--- src/rtl/clk_div_monitor_pkg.sv ---
// Shared types and helpers for the divided-clock monitor.
// Holds the FSM state encoding and the derivation of the counter width.
package clk_div_monitor_pkg;

  typedef enum logic [1:0] {
    ST_IDLE = 2'd0,
    ST_HIGH = 2'd1,
    ST_LOW  = 2'd2
  } mon_state_e;

  function automatic int cw_of(input int timeout);
    return $clog2(timeout + 1);
  endfunction

endpackage

--- src/rtl/clk_div_monitor_if.sv ---
// Bundle of the divided clock under test and the measurement results.
// master = the monitor side, slave = whoever drives the clock and consumes results.
interface clk_div_monitor_if #(
  parameter int CW = 7
);
  logic          i_div_clk;
  logic [CW-1:0] o_high;
  logic [CW-1:0] o_low;
  logic [CW-1:0] o_period;
  logic          o_valid;
  logic          o_locked;
  logic          o_err;
  logic          o_stall;

  modport master (
    input  i_div_clk,
    output o_high, o_low, o_period, o_valid, o_locked, o_err, o_stall
  );

  modport slave (
    output i_div_clk,
    input  o_high, o_low, o_period, o_valid, o_locked, o_err, o_stall
  );
endinterface

--- src/rtl/clk_div_monitor_sync_2ff.sv ---
// Two-flop synchronizer for a single asynchronous bit, reset value 0.
// Generic, so other CDC points can reuse it.
module sync_2ff (
  input  logic i_clk,
  input  logic i_rst_n,
  input  logic i_d,
  output logic o_q
);
  logic r_meta;
  logic r_q;

  always_ff @(posedge i_clk or negedge i_rst_n) begin
    if (!i_rst_n) begin
      r_meta <= 1'b0;
      r_q    <= 1'b0;
    end else begin
      r_meta <= i_d;
      r_q    <= r_meta;
    end
  end

  assign o_q = r_q;
endmodule

--- src/rtl/clk_div_monitor.sv ---
// Measures high/low/period of a divided clock in source-clock cycles and
// reports lock, sticky ratio error and stall.
module clk_div_monitor
  import clk_div_monitor_pkg::*;
#(
  parameter int RATIO    = 8,
  parameter int TOL      = 0,
  parameter int LOCK_CNT = 4,
  parameter int TIMEOUT  = 64
) (
  input  logic               i_clk,
  input  logic               i_rst_n,
  clk_div_monitor_if.master  bus
);
  localparam int            CW    = cw_of(TIMEOUT);
  localparam int            GW    = $clog2(LOCK_CNT + 1);
  localparam logic [CW-1:0] CMAX  = '1;
  localparam logic [CW-1:0] TO_M1 = CW'(TIMEOUT - 1);
  localparam logic [GW-1:0] GMAX  = GW'(LOCK_CNT);

  function automatic logic [CW-1:0] sat_inc(input logic [CW-1:0] v);
    return (v == CMAX) ? v : v + 1'b1;
  endfunction

  logic          w_sync;
  logic          r_s3;
  logic [1:0]    r_fill;
  logic          w_live, w_rise, w_fall, w_edge;
  logic [CW-1:0] r_idle;
  logic          w_stall_hit;
  mon_state_e    r_state, w_state_nxt;
  logic          w_publish;
  logic [CW-1:0] r_hcnt, r_lcnt;
  logic [CW:0]   w_sum;
  logic [CW-1:0] w_period;
  logic          w_good;
  logic [GW-1:0] r_gc, w_gc_inc;
  logic [CW-1:0] r_high, r_low, r_period;
  logic          r_valid, r_locked, r_err, r_stall;

  sync_2ff u_sync (
    .i_clk   (i_clk),
    .i_rst_n (i_rst_n),
    .i_d     (bus.i_div_clk),
    .o_q     (w_sync)
  );

  // Edges are ignored until the sync chain and r_s3 hold real samples, so a
  // clock that is already high at reset release is not mistaken for a rise.
  always_ff @(posedge i_clk or negedge i_rst_n) begin
    if (!i_rst_n) begin
      r_s3   <= 1'b0;
      r_fill <= 2'd0;
    end else begin
      r_s3 <= w_sync;
      if (r_fill != 2'd3) r_fill <= r_fill + 2'd1;
    end
  end

  assign w_live      = (r_fill == 2'd3);
  assign w_rise      = w_live &  w_sync & ~r_s3;
  assign w_fall      = w_live & ~w_sync &  r_s3;
  assign w_edge      = w_rise | w_fall;
  assign w_stall_hit = ~w_edge & (r_idle == TO_M1);

  always_ff @(posedge i_clk or negedge i_rst_n) begin
    if (!i_rst_n)    r_idle <= '0;
    else if (w_edge) r_idle <= '0;
    else             r_idle <= sat_inc(r_idle);
  end

  always_ff @(posedge i_clk or negedge i_rst_n) begin
    if (!i_rst_n) r_state <= ST_IDLE;
    else          r_state <= w_state_nxt;
  end

  always_comb begin
    w_state_nxt = r_state;
    w_publish   = 1'b0;
    if (w_stall_hit) begin
      w_state_nxt = ST_IDLE;
    end else begin
      case (r_state)
        ST_IDLE: if (w_rise) w_state_nxt = ST_HIGH;
        ST_HIGH: if (w_fall) w_state_nxt = ST_LOW;
        ST_LOW: begin
          if (w_rise) begin
            w_state_nxt = ST_HIGH;
            w_publish   = 1'b1;
          end
        end
        default: w_state_nxt = ST_IDLE;
      endcase
    end
  end

  // Phase counters start at 1 on the detection cycle, so a clean 8:1 reads 4/4.
  always_ff @(posedge i_clk or negedge i_rst_n) begin
    if (!i_rst_n) begin
      r_hcnt <= '0;
      r_lcnt <= '0;
    end else if (w_stall_hit) begin
      r_hcnt <= '0;
      r_lcnt <= '0;
    end else begin
      case (r_state)
        ST_IDLE: begin
          if (w_rise) begin
            r_hcnt <= CW'(1);
            r_lcnt <= '0;
          end
        end
        ST_HIGH: begin
          if (w_fall) r_lcnt <= CW'(1);
          else        r_hcnt <= sat_inc(r_hcnt);
        end
        ST_LOW: begin
          if (w_rise) begin
            r_hcnt <= CW'(1);
            r_lcnt <= '0;
          end else begin
            r_lcnt <= sat_inc(r_lcnt);
          end
        end
        default: begin
          r_hcnt <= '0;
          r_lcnt <= '0;
        end
      endcase
    end
  end

  assign w_sum    = {1'b0, r_hcnt} + {1'b0, r_lcnt};
  assign w_period = w_sum[CW] ? CMAX : w_sum[CW-1:0];
  assign w_good   = (int'(w_period) >= RATIO - TOL) && (int'(w_period) <= RATIO + TOL);
  assign w_gc_inc = (r_gc == GMAX) ? GMAX : r_gc + 1'b1;

  always_ff @(posedge i_clk or negedge i_rst_n) begin
    if (!i_rst_n) begin
      r_high   <= '0;
      r_low    <= '0;
      r_period <= '0;
      r_valid  <= 1'b0;
      r_locked <= 1'b0;
      r_err    <= 1'b0;
      r_stall  <= 1'b0;
      r_gc     <= '0;
    end else begin
      r_valid <= w_publish;
      if (w_publish) begin
        r_high   <= r_hcnt;
        r_low    <= r_lcnt;
        r_period <= w_period;
        if (w_good) begin
          r_gc     <= w_gc_inc;
          r_locked <= (w_gc_inc == GMAX);
        end else begin
          r_gc     <= '0;
          r_locked <= 1'b0;
          r_err    <= 1'b1;
        end
      end
      if (w_stall_hit) begin
        r_stall  <= 1'b1;
        r_locked <= 1'b0;
        r_gc     <= '0;
      end else if (w_edge) begin
        r_stall <= 1'b0;
      end
    end
  end

  assign bus.o_high   = r_high;
  assign bus.o_low    = r_low;
  assign bus.o_period = r_period;
  assign bus.o_valid  = r_valid;
  assign bus.o_locked = r_locked;
  assign bus.o_err    = r_err;
  assign bus.o_stall  = r_stall;
endmodule
--- src/flat_wrapper.sv ---
// flat-port wrapper written by rule: the top's interface ports become plain ports
module clk_div_monitor_flat import clk_div_monitor_pkg::*;
#(
  parameter int RATIO    = 8,
  parameter int TOL      = 0,
  parameter int LOCK_CNT = 4,
  parameter int TIMEOUT  = 64
)
  (i_clk, i_rst_n, bus_i_div_clk, bus_o_high, bus_o_low, bus_o_period, bus_o_valid, bus_o_locked, bus_o_err, bus_o_stall);
  clk_div_monitor_if bus_i ();
  input  logic i_clk;
  input  logic i_rst_n;
  input wire logic [$bits(bus_i.i_div_clk)-1:0] bus_i_div_clk;
  output wire logic [$bits(bus_i.o_high)-1:0] bus_o_high;
  output wire logic [$bits(bus_i.o_low)-1:0] bus_o_low;
  output wire logic [$bits(bus_i.o_period)-1:0] bus_o_period;
  output wire logic [$bits(bus_i.o_valid)-1:0] bus_o_valid;
  output wire logic [$bits(bus_i.o_locked)-1:0] bus_o_locked;
  output wire logic [$bits(bus_i.o_err)-1:0] bus_o_err;
  output wire logic [$bits(bus_i.o_stall)-1:0] bus_o_stall;
  assign bus_i.i_div_clk = bus_i_div_clk;
  assign bus_o_high = bus_i.o_high;
  assign bus_o_low = bus_i.o_low;
  assign bus_o_period = bus_i.o_period;
  assign bus_o_valid = bus_i.o_valid;
  assign bus_o_locked = bus_i.o_locked;
  assign bus_o_err = bus_i.o_err;
  assign bus_o_stall = bus_i.o_stall;
  clk_div_monitor #(.RATIO(RATIO), .TOL(TOL), .LOCK_CNT(LOCK_CNT), .TIMEOUT(TIMEOUT)) u_core (.i_clk(i_clk), .i_rst_n(i_rst_n), .bus(bus_i));
endmodule
--- config.mk ---
export PLATFORM = sky130hd
export DESIGN_NAME = clk_div_monitor_flat
export DESIGN_NICKNAME = d
export VERILOG_FILES = /design/src/rtl/clk_div_monitor_pkg.sv /design/src/rtl/clk_div_monitor_if.sv /design/src/rtl/clk_div_monitor_sync_2ff.sv /design/src/rtl/clk_div_monitor.sv /design/src/flat_wrapper.sv
export SDC_FILE = /design/constraint.sdc
export NUM_CORES = 1
export LEC_CHECK = 0
export CAP_MARGIN = 10
export CORE_MARGIN = 2
export CORE_UTILIZATION = 60
export CTS_BUF_LIST = sky130_fd_sc_hd__clkbuf_4
export CTS_CLUSTER_DIAMETER = 120
export CTS_CLUSTER_SIZE = 28
export DETAILED_ROUTE_END_ITERATION = 10
export HOLD_SLACK_MARGIN = 0.03
export PLACE_DENSITY = 0.85
export SETUP_SLACK_MARGIN = 0.5
export SYNTH_ARGS = -nofsm -noshare
export SYNTH_HDL_FRONTEND = slang
export SYNTH_SLANG_ARGS = --single-unit
--- constraint.sdc ---
create_clock -name i_clk -period 2.96 [get_ports i_clk]
set_input_delay 0.592 -clock i_clk [delete_from_list [all_inputs] [get_ports i_clk]]
set_output_delay 0.592 -clock i_clk [all_outputs]
set_load 0.1 [all_outputs]
After elaboration in Yosys (flattened, before gate mapping)
Index checks and enable logic that the tools add are counted.
Word-level totals
  bits in registers: 56
  output and inout bits: 25
Operators by class
  $add $sub $neg: 6
  $lt $le $gt $ge: 2
  equality and inequality tests: 17
  multiplexer cells: 30
  bitwise gates (word level): 10
  reduce and logical (&&, ||, !) cells: 9
Operators with widths (count)
  $mux 7: 12
  $add 7x1->7 const B: 3
  $eq 7x7->1 const B: 3
  $pmux 7 s3: 1
  $pmux 7 s2: 1
  $mux 3: 4
  $ne 3x1->1 const B: 3
  $add 7x7->8: 1
  $mux 1: 8
  $eq 7x6->1 const B: 1
  $ge 7x4->1 const B: 1
  $le 7x4->1 const B: 1
  $eq 3x3->1 const B: 2
  $mux 2: 3
  $reduce_and 3->1: 2
  $and 1x1->1: 5
  $eq 2x2->1 const B: 2
  $ne 4x2->1 const B: 1
  $not 1->1: 4
  $pmux 2 s2: 1
  $reduce_and 2->1: 2
  $reduce_bool 2->1: 2
  $add 3x1->3 const B: 1
  $ne 3x2->1 const B: 1
  other kinds (9): 9

Logic depth before layout (Yosys ltp)
  depth in word-level cells: 9
  depth in mapped cells: 9
  mapped depth without buffers: 8

Hierarchy
A second synthesis with hierarchy kept.
Second synthesis, totals
  cell total of the unflattened synthesis: 332
  area, all modules: 3022.9 sq um
By module, submodules not included
  clk_div_monitor: instances 1, cells each 330, area an instance 2972.9 sq um
  sync_2ff: instances 1, cells each 2, area an instance 50.0 sq um

Least setup slack after synthesis
No wires, ideal clock.
  kind: register -> register
  start point: register u_core.r_hcnt[0]
  end point: register u_core.r_err (netlist: u_core.bus.o_err)
  library setup time: 121 ps
  arrival: 2111 ps
  data required time: 2839 ps
  setup slack: 728 ps
  stages on the path, launching flop included: 8
  period minus slack after synthesis: 2232 ps
  path through: dfrtp_1 > ha_1 > inv_1 > fa_1 > or4b_1 > nor4_2 > o2111ai_2 > a21o_1
Between the ends
  longest elaborated chain between the ends: 6
  elaborated cells between the ends (all ways): 7
  classes of those cells: add/sub (1); order compare (2); mux (1); bitwise (1); reduce/logical (2)
Ends and longest elaborated chain
  from (decl): line clk_div_monitor.sv:33  | logic [CW-1:0] r_hcnt, r_lcnt;
  from (signal assigned): line clk_div_monitor.sv:115  | else r_hcnt <= sat_inc(r_hcnt);
  $add 7x7->8 *: line clk_div_monitor.sv:133  | assign w_sum = {1'b0, r_hcnt} + {1'b0, r_lcnt};
  $mux 7 *: line clk_div_monitor.sv:134  | assign w_period = w_sum[CW] ? CMAX : w_sum[CW-1:0];
  $ge 7x4->1 or $le 7x4->1 (tied branches): line clk_div_monitor.sv:135  | assign w_good = (int'(w_period) >= RATIO - TOL) && (int'(w_period) <= RATIO + TOL);
  $logic_and 1x1->1 *: line clk_div_monitor.sv:135
  $not 1->1 (no source line) *
  $reduce_and 2->1 (no source line) *
  to (signal assigned): line clk_div_monitor.sv:145  | r_err <= 1'b0;
  to (signal assigned): line clk_div_monitor.sv:160  | r_err <= 1'b1;
  to (decl): line clk_div_monitor.sv:39  | logic r_valid, r_locked, r_err, r_stall;
Mark *: on every way between the ends. The rest lies on a longest branch, timed or not.
A chain may end at the register's enable or synchronous reset.

Final worst setup path
Ends and elaborated chain as after synthesis.

==> flow_summary.yaml <==
run_status:
  status: "complete, no violations"
floorplan:
  rows: 26
  pin_count: 28
  die_h_um: 75.9
  initial_utilization_pct: 61.5
  die-area_um2: 5760
  die_w_um: 75.9
  coreArea_um2: 5040
timing:
  grt_setup_unrepaired: "false"
  setup_tns_ns: 0
  slew_violations: 0
  slew_headroom_pct: 47.4
  max_slew.worst_pin.slew_ns: 0.784
  final-hold-violation-count: 0
  timing.fmax_mhz: 421
  finalCritPeriodShare_pct: 80.2
  fin_skew_ns: 0.0135
  setup_violations: 0
  fin_crit_ns: 2.37
global_route:
  grt_max_degree: 33
  grtUsageTotal_pct: 24.2
  grt_pass1_wl_um: 10500
  gr-total-overflow: 0
  grt_pass1_vias: 2292
  antenna_found_initial: 0
synth:
  ys_seq_area_share_pct: 45.2
  synth_cell_types: 66
  synth-seq-cells: 56
  synth_flop_cell: "dfrtp_1"
  async_flop_share_pct: 100
  avgSynthCellArea_um2: 9.48
  synthCells: 327
  synth_area_um2: 3100
  synth_edf_count: 0
  ys_warn_count: 0
  syn-num-nets: 348
detailed_routing:
  routedWlPerCell_um: 15.1
  drc_errors: 0
  first_pass_iters: 4
  vias: 2477
  dr.first_iter.drc_count: 158
  via_per_inst: 5.79
  ant_nets: 0
  drt_wl_total_um: 6480
clocking:
  clkTransAtPathRegs_ns: 0.15
  cts_buffers: 5
  clk_latency_ns: 0.37
  clock_path_buffers: 2
  clock_sinks: 56
  htree_levels: 2
  holdBufCountCts: 0
  cts_tree: "built"
  cts_root_buf: "clkbuf_4"
power:
  cellLeakagePower_uw: 0.00161
  vdd_drop_max_mv: 0.528
  intPower_uw: 1360
  power_frac_comb_pct: 52.0
  switching_share_pct: 49.6
  p_switching_uw: 1330
  power_density_nw_per_um2: 782
  seqPwrFrac_pct: 36.8
  power_frac_clock_pct: 11.2
layout:
  syn_to_final_growth_pct: 11.0
  nNetsFinal: 381
  antennaDiodeCount: 0
  fin_cells: 428
  drive_gt1_share_pct: 17.6
critical_path:
  startpoint_type: "flip-flop"
  worstRegToRegCells: 7
  path_class: "flip-flop to flip-flop"
  cp.required_ns: 3.24
  cp-end-kind: "flip-flop"
  worstPathMaxFanout: 6
  cp.arrival_ns: 2.65
min_path:
  hp-class: "primary input to asynchronous set/reset pin"
placement:
  gp_congestion: 0.926
  hpwl_um: 4820
  numPortBuffers: 27
  dp_cells: 419
flow_run:
  max_cap_viol_count: 0
## metal layers
metal  part of all wire (%)  track usage [%]
met3                    5.5             5.29
met1                     43             30.4
met2                     50             41.6
met4                    1.5             7.80
met5                      0                0
## registers in the layout, indices dropped and copies added (netlist names), 2 cells and up
name                 count
u_core.r_gc              3
u_core.bus.o_period      7
u_core.r_lcnt            7
u_core.r_fill            2
u_core.r_idle            7
u_core.bus.o_high        7
u_core.bus.o_low         7
u_core.r_hcnt            7
u_core.r_state           2
## worst paths after layout
check                                startpoint              endpoint  slack (ns)
max                            u_core.r_hcnt[0]      u_core.bus.o_err        0.59
min                                     i_rst_n  u_core.bus.o_high[1]        0.26
max reg2reg                    u_core.r_hcnt[0]      u_core.bus.o_err        0.59
min reg2reg                u_core.u_sync.r_meta     u_core.u_sync.o_q        0.37
max in group asynchronous               i_rst_n      u_core.r_idle[2]        2.03
min in group i_clk         u_core.u_sync.r_meta     u_core.u_sync.o_q        0.37
## power by group through the flow
stage	clock, uW	combinational, uW	sequential [uW]
floorplan	0	527	1550
global placement	0	1340	995
detailed placement	0	1350	1010
CTS	305	1360	991
global route	329	1490	1010
finish	302	1400	991
## layout by cell type (no fill, tap or decap), types with 6 or more instances in the layout
| cell | netlist | final |
|---|---|---|
| buf_4 | 2 | 34 |
| dfrtp_1 | 56 | 54 |
| o21ai_1 | 12 | 12 |
| o21ai_0 | 10 | 10 |
| a31oi_1 | 6 | 6 |
| nand2_1 | 62 | 62 |
| inv_1 | 12 | 12 |
| a21oi_1 | 16 | 16 |
| ha_1 | 17 | 17 |
| nand3_1 | 14 | 14 |
| xnor2_1 | 8 | 8 |
| nor2_1 | 30 | 30 |
## metrics by stage
stage | util, % | total power [uW] | setup slack (ns) | cell area, um2 | hold WS (ns)
2_1_floorplan | - | 2080 | 0.728 | 3100 | 0.296
3_3_place_gp | 66.8 | 2330 | 0.641 | 3370 | 0.339
3_5_place_dp | 66.8 | 2360 | 0.579 | 3370 | 0.338
4_1_cts | 67.6 | 2650 | 0.545 | 3410 | 0.278
5_1_grt | 68.2 | 2830 | 0.476 | 3440 | 0.305
6_report | 68.2 | 2690 | 0.587 | 3440 | 0.258
## what timing repair did
item                       in CTS  in global routing
buffers inserted                0                  4
hold endpoints to repair        0                  0
gates resized for setup         0                  2
setup endpoints to repair       0                  4
## cell families after synthesis
logic type	count (synthesis)	share of synthesized area [%]
compound gates	80	18.5
xor+xnor	10	2.83
fa+ha+maj	18	7.51
buf+inv	23	3.39
flops	56	45.2
mux	2	0.686
simple gates	138	21.9
## area by class of cell
class / count / area (um2)
multi-input combinational: 248 / 1590
tap: 70 / 87.6
inverter: 13 / 48.8
sequential: 56 / 1400
timing repair buffer: 36 / 270
fill: 402 / 1600
clock buffer: 5 / 37.5
## critical path: stages, from the launching register on
cell and delay [ns]:
dfrtp_2 0.44, ha_1 0.20, inv_1 0.06, fa_1 0.49, or4b_1 0.45, nor4_2 0.17
o2111ai_2 0.23, a21o_1 0.24
## cells in the mapped netlist, types with 4 or more instances
master    count  area, um2
a21o_1        4       30.0
nor3_1        4       20.0
nand2_1      62        233
clkbuf_1      4       15.0
dfrtp_1      56       1400
inv_1        12       45.0
a31oi_1       6       37.5
xnor2_1       8       70.1
o21ai_0      10       50.1
ha_1         17        213
nor2_1       30        113
nand3_1      14       70.1
o21ai_1      12       60.1
a21oi_1      16       80.1
(Power assumes the default switching activity.)
